--- src/rtl/exe_stage.sv ---
// Execute stage of the 5-stage LoongArch pipeline.
// Holds one instruction from decode, computes its ALU result, issues the
// data SRAM request for loads/stores and hands the result to memory stage.
module exe_stage #(
  parameter int DS_TO_ES_BUS_WD = 150,
  parameter int ES_TO_MS_BUS_WD = 71
) (
  input  logic                       clk,
  input  logic                       reset,
  input  logic                       ms_allowin,
  output logic                       es_allowin,
  input  logic                       ds_to_es_valid,
  input  logic [DS_TO_ES_BUS_WD-1:0] ds_to_es_bus,
  output logic                       es_to_ms_valid,
  output logic [ES_TO_MS_BUS_WD-1:0] es_to_ms_bus,
  output logic                       data_sram_en,
  output logic [3:0]                 data_sram_we,
  output logic [31:0]                data_sram_addr,
  output logic [31:0]                data_sram_wdata
);

  localparam int NUM_OPS = 12;

  logic                       es_valid_reg;
  logic [DS_TO_ES_BUS_WD-1:0] es_bus_reg;
  logic                       es_ready_go;

  // Fields of the registered decode bus
  logic [NUM_OPS-1:0] alu_op;
  logic               res_from_mem;
  logic               src1_is_pc;
  logic               src2_is_imm;
  logic               gr_we;
  logic               mem_we;
  logic [4:0]         dest;
  logic [31:0]        imm;
  logic [31:0]        rj_value;
  logic [31:0]        rkd_value;
  logic [31:0]        pc;

  logic [31:0] src1;
  logic [31:0] src2;
  logic [4:0]  shamt;
  logic [31:0] op_res    [NUM_OPS];
  logic [31:0] op_masked [NUM_OPS];
  logic [31:0] alu_result;
  logic        mem_go;

  assign alu_op       = es_bus_reg[149:138];
  assign res_from_mem = es_bus_reg[137];
  assign src1_is_pc   = es_bus_reg[136];
  assign src2_is_imm  = es_bus_reg[135];
  assign gr_we        = es_bus_reg[134];
  assign mem_we       = es_bus_reg[133];
  assign dest         = es_bus_reg[132:128];
  assign imm          = es_bus_reg[127:96];
  assign rj_value     = es_bus_reg[95:64];
  assign rkd_value    = es_bus_reg[63:32];
  assign pc           = es_bus_reg[31:0];

  // Execute always completes in one cycle
  assign es_ready_go    = 1'b1;
  assign es_allowin     = !es_valid_reg || (es_ready_go && ms_allowin);
  assign es_to_ms_valid = es_valid_reg && es_ready_go;

  // Stage occupancy: cleared by reset, refilled whenever the stage can accept
  always_ff @(posedge clk) begin
    if (reset) begin
      es_valid_reg <= 1'b0;
    end else if (es_allowin) begin
      es_valid_reg <= ds_to_es_valid;
    end
  end

  // Payload register; left unreset because es_valid_reg gates every use of it
  always_ff @(posedge clk) begin
    if (ds_to_es_valid && es_allowin) begin
      es_bus_reg <= ds_to_es_bus;
    end
  end

  assign src1  = src1_is_pc  ? pc  : rj_value;
  assign src2  = src2_is_imm ? imm : rkd_value;
  assign shamt = src2[4:0];

  assign op_res[0]  = src1 + src2;
  assign op_res[1]  = src1 - src2;
  assign op_res[2]  = {31'b0, $signed(src1) < $signed(src2)};
  assign op_res[3]  = {31'b0, src1 < src2};
  assign op_res[4]  = src1 & src2;
  assign op_res[5]  = ~(src1 | src2);
  assign op_res[6]  = src1 | src2;
  assign op_res[7]  = src1 ^ src2;
  assign op_res[8]  = src1 << shamt;
  assign op_res[9]  = src1 >> shamt;
  assign op_res[10] = $unsigned($signed(src1) >>> shamt);
  assign op_res[11] = src2;

  // Each op result is kept only if its one-hot select bit is set
  generate
    for (genvar gi = 0; gi < NUM_OPS; gi++) begin : g_op_mask
      assign op_masked[gi] = op_res[gi] & {32{alu_op[gi]}};
    end
  endgenerate

  // OR-combine the masked results; an all-zero alu_op yields zero
  always_comb begin
    alu_result = 32'b0;
    for (int i = 0; i < NUM_OPS; i++) begin
      alu_result = alu_result | op_masked[i];
    end
  end

  // SRAM request fires only in the cycle the instruction moves on, so a
  // stalled instruction never issues a duplicate access
  assign mem_go          = es_valid_reg && ms_allowin;
  assign data_sram_en    = mem_go && (res_from_mem || mem_we);
  assign data_sram_we    = {4{mem_go && mem_we}};
  assign data_sram_addr  = alu_result;
  assign data_sram_wdata = rkd_value;

  assign es_to_ms_bus = {res_from_mem, gr_we, dest, alu_result, pc};

endmodule

--- config.mk ---
export PLATFORM = sky130hd
export DESIGN_NAME = exe_stage
export DESIGN_NICKNAME = d
export VERILOG_FILES = /design/src/rtl/exe_stage.sv
export SDC_FILE = /design/constraint.sdc
export NUM_CORES = 1
export LEC_CHECK = 0
export BUFFER_PORTS_ARGS = -buffer_cell sky130_fd_sc_hd__clkbuf_2
export CAP_MARGIN = 10
export CORE_MARGIN = 1
export CORE_UTILIZATION = 30
export CTS_BUF_LIST = sky130_fd_sc_hd__clkbuf_4
export DETAILED_ROUTE_END_ITERATION = 6
export GPL_TIMING_DRIVEN = 0
export PLACE_DENSITY_LB_ADDON = 0.08
export SLEW_MARGIN = 20
export SYNTH_ARGS = -nofsm -noshare
export SYNTH_HDL_FRONTEND = slang
export SYNTH_SLANG_ARGS = --single-unit
--- constraint.sdc ---
create_clock -name clk -period 8.56 [get_ports clk]
set_clock_uncertainty 0.15 [all_clocks]
set_input_delay 2.568 -clock clk [delete_from_list [all_inputs] [get_ports clk]]
set_output_delay 2.568 -clock clk [all_outputs]
set_load 0.01 [all_outputs]
==> metrics.log <==
[metrics] most crowded layer after global routing: met2
[metrics] chip height: 225 µm
[metrics] Synth top area share: 30.2%
[metrics] asr flop ratio synth: 0%
[metrics] starting density of the core: 30.4%
[metrics] Core Footprint: 49100 µm²
[metrics] terminus of the critical flop-to-flop path: es_bus_reg[74]
[metrics] FF-to-FF Start: es_to_ms_valid
[metrics] fill count: 5255
[metrics] cell repeated most along the worst path: sky130_fd_sc_hd__buf_4
[metrics] gate count after technology mapping: 1698
[metrics] cell depth of the worst flop-to-flop path: 3
[metrics] Total Nets Final: 2274
[metrics] Total Die Area: 50600 µm²
[metrics] launching element type of the critical path: register
[metrics] clock tree from TritonCTS: done
[metrics] Arrival @ worst endpoint: 5.64 ns
[metrics] number of pins exceeding their max-slew limit in the final report: 0
[metrics] register area share after synthesis: 30.3%
[metrics] Post-CTS Hold Fix Bufs: 0
[metrics] Total Negative Setup Slacks: 0 ns
[metrics] global router's overall resource usage: 27.9%
[metrics] most frequently used cell type in the post-synthesis netlist: sky130_fd_sc_hd__mux2i_1
[metrics] vias after detailed routing: 14900
[metrics] hold violation count in the final report: 0
[metrics] critical path start-end classification: reg -> out
[metrics] critical path, cell by cell: buf_6 -> mux2i_4 -> buf_12 -> buf_4 -> buf_4 -> buf_4 -> buf_2 -> ha_1 -> nand2_1 -> o21ai_0 -> a22oi_1 -> o211ai_1 -> a211oi_1 -> mux2_1 -> o22ai_1 -> buf_4 -> clkbuf_2
[metrics] Largest register FFs: 150
[metrics] GRT met3 Usage: 5.49%
[metrics] worst slew slack as a fraction of its limit: 15.4%
[metrics] number of global-route vias before repair: 14200
[metrics] post-route fraction of the period consumed by the critical path: 97.7%
[metrics] number of enable flip-flop cells after synthesis: 150
[metrics] worst-path maximum fanout: 11
[metrics] flip-flop and latch count after synthesis: 151
[metrics] DRT antenna net count: 0
[metrics] number of CTS-inserted buffers: 17
[metrics] number of top-level pins: 296
[metrics] worst hold path stage count: 2
[metrics] synthesized area divided by synthesized cell count: 8.79 µm²
[metrics] first-pass GRT wire length: 101000 µm
[metrics] number of sinks handled by clock tree synthesis: 151
[metrics] Unique masters post-synth: 79
[metrics] Synthesized Nets: 1951
[metrics] post-detailed-routing wire length: 71500 µm
[metrics] Total Power Consumption: 2750 µW
[metrics] most frequent cells after synthesis: sky130_fd_sc_hd__mux2i_1, sky130_fd_sc_hd__edfxtp_1, sky130_fd_sc_hd__nand2_1
[metrics] antenna violations before repair: 1
[metrics] result of the run: complete, no violations
[metrics] FF-to-FF setup slack: 6.54 ns
[metrics] final worst-path setup slack: 0.198 ns
[metrics] number of vias per cell: 5.52
[metrics] Synthesis Warnings: 0
[metrics] pwr dens: 154 nW/µm²
[metrics] final critical-path required period: 8.36 ns
[metrics] Row Count: 81
[metrics] First DRT Iteration DRCs: 1378
[metrics] total iterations of the first detailed-routing run: 5
[metrics] final instance count without filler cells: 2698
[metrics] share of cells above drive strength 1: 28.4%
[metrics] clock latency of the later-clocked register in the worst-skew pair: 0.74 ns
[metrics] cell with the biggest individual delay on the critical path: sky130_fd_sc_hd__o211ai_1
[metrics] number of placed instances, taps included: 2659
[metrics] unrepaired setup endpoints after global routing: yes
[metrics] number of H-tree branching levels: 4
[metrics] width of the chip: 225 µm
[metrics] Critical Path Sink Type: output pin
[metrics] number of violations of the max-capacitance limit: 0
[metrics] data required time of the worst path: 5.84 ns
[metrics] largest cells by area after synthesis: sky130_fd_sc_hd__edfxtp_1, sky130_fd_sc_hd__mux2i_1, sky130_fd_sc_hd__ha_1
[metrics] largest vdd supply drop: 0.0858 mV
[metrics] DRC violation count after routing: 0
[metrics] Most used DFF post-synth: sky130_fd_sc_hd__edfxtp_1
[metrics] Worst Min Path Start: es_to_ms_valid
[metrics] Detailed Place HPWL: 58300 µm
[metrics] buffers from clock root to sink, at most: 2
[metrics] WHS: 0.432 ns
[metrics] Min-Delay Endpoint: es_to_ms_valid
[metrics] # port buffers: 295
[metrics] met1 track utilization from global routing: 36.3%
[metrics] Worst Setup Slack post-DPL: -0.415 ns
[metrics] number of endpoints failing setup at the final stage: 0
[metrics] clock slew at the register clock pins of the worst setup and hold paths: 0.15 ns
[metrics] global route total overflow: 0
[metrics] worst path buffer plus inverter count: 8
[metrics] largest stage delay on the critical path: 0.58 ns
[metrics] pin count of the biggest net entering global routing: 54
[metrics] area added between synthesis and finish: 19.4%
[metrics] Largest delay share family, worst path: compound AO/OA/AOI/OAI gates
[metrics] netlist area before placement: 14900 µm²
[metrics] upper clock frequency limit: 0.120 GHz
[metrics] leakage power figure: 0.00776 µW
[metrics] kind of path behind the tightest hold check: reg -> reg
[metrics] worst slew pin tran: 1.26 ns
[metrics] last weighted congestion value of the routability-driven placer: 1.02
[metrics] routed wire length per instance: 26.5 µm
[metrics] Yosys top cell by area: sky130_fd_sc_hd__edfxtp_1
[metrics] buffer cell driving the clock tree root: sky130_fd_sc_hd__clkbuf_4
[metrics] Global Route met2 Usage: 45.3%
-- through the flow --
stage,cell area [µm²],utilization [%]
detailed placement,17300,35.2
finish,17800,36.3
global route,17800,36.3
global placement,17200,35.1
CTS,17700,36.2
floorplan,14900,-
-- power breakdown --
part / internal, µW / switching, µW
logic: 486 / 901
clock network: 156 / 322
registers: 865 / 20.5
total: 1510 / 1240
-- what timing repair did --
action,in CTS,in global routing
buffers inserted,8,6
setup endpoints to repair,48,15
gates resized for setup,40,16
pin swaps,4,3
-- layer usage --
layer  wire length (µm)  vias up
met5                  0        -
met1              30400     7267
met4               2620        0
met3               5170      122
met2              33300      702
li1                   -     6815
-- logic make-up (layout without fill, tap and decap cells) --
logic type | after synthesis | in the layout | share of synthesized area [%]
AO/OA/AOI/OAI | 490 | 490 | 21.9
AND/OR/NAND/NOR | 407 | 407 | 11.9
buffers and inverters | 317 | 652 | 11.3
multiplexers | 208 | 208 | 14.7
flip-flops | 151 | 151 | 30.3
adder cells (fa/ha/maj) | 99 | 99 | 8.40
XOR/XNOR | 26 | 26 | 1.53
other | 0 | 1 | 0
-- cell type report --
cell class                      count  area [µm²]  area share [%]
Inverter                           98         373            2.09
Sequential cell                   151        4520            25.4
Tap cell                          664         831            4.66
Timing Repair Buffer              311        1660            9.32
Clock buffer                       17         128           0.716
Clock inverter                     14         155           0.871
Buffer                            212        1330            7.46
Antenna cell                        1        2.50          0.0140
Multi-Input combinational cell   1230        8820            49.5
-- how the worst max path moves through the flow --
stage                     cells past startpoint       startpoint                to
after global placement                       17  es_bus_reg[135]  es_to_ms_bus[57]
final                                        17  es_bus_reg[135]  es_to_ms_bus[58]
after floorplan                              17  es_bus_reg[135]  es_to_ms_bus[61]
after detailed placement                     18  es_bus_reg[135]  es_to_ms_bus[57]
after CTS                                    20  es_bus_reg[135]  es_to_ms_bus[63]
after global routing                         18  es_bus_reg[135]  es_to_ms_bus[63]
-- tightest hold or removal path: cells and delay by family (launching register included) --
family,cells,cell delay [ns]
AO/OA/AOI/OAI,1,0.07
flip-flops,1,0.37
AND/OR/NAND/NOR,1,0.12
-- cells in the final DEF, fill, tap and decap left out, types with 49 or more instances in the layout --
| cell type | n |
|---|---|
| sky130_fd_sc_hd__inv_1 | 93 |
| sky130_fd_sc_hd__mux2_2 | 49 |
| sky130_fd_sc_hd__a21oi_1 | 120 |
| sky130_fd_sc_hd__clkbuf_2 | 299 |
| sky130_fd_sc_hd__nor2_1 | 139 |
| sky130_fd_sc_hd__buf_4 | 127 |
| sky130_fd_sc_hd__mux2i_1 | 150 |
| sky130_fd_sc_hd__nand2_1 | 147 |
| sky130_fd_sc_hd__clkbuf_1 | 59 |
| sky130_fd_sc_hd__o21ai_0 | 89 |
| sky130_fd_sc_hd__ha_1 | 95 |
| sky130_fd_sc_hd__edfxtp_1 | 150 |
Note: power is estimated with default switching activity, not from simulation.
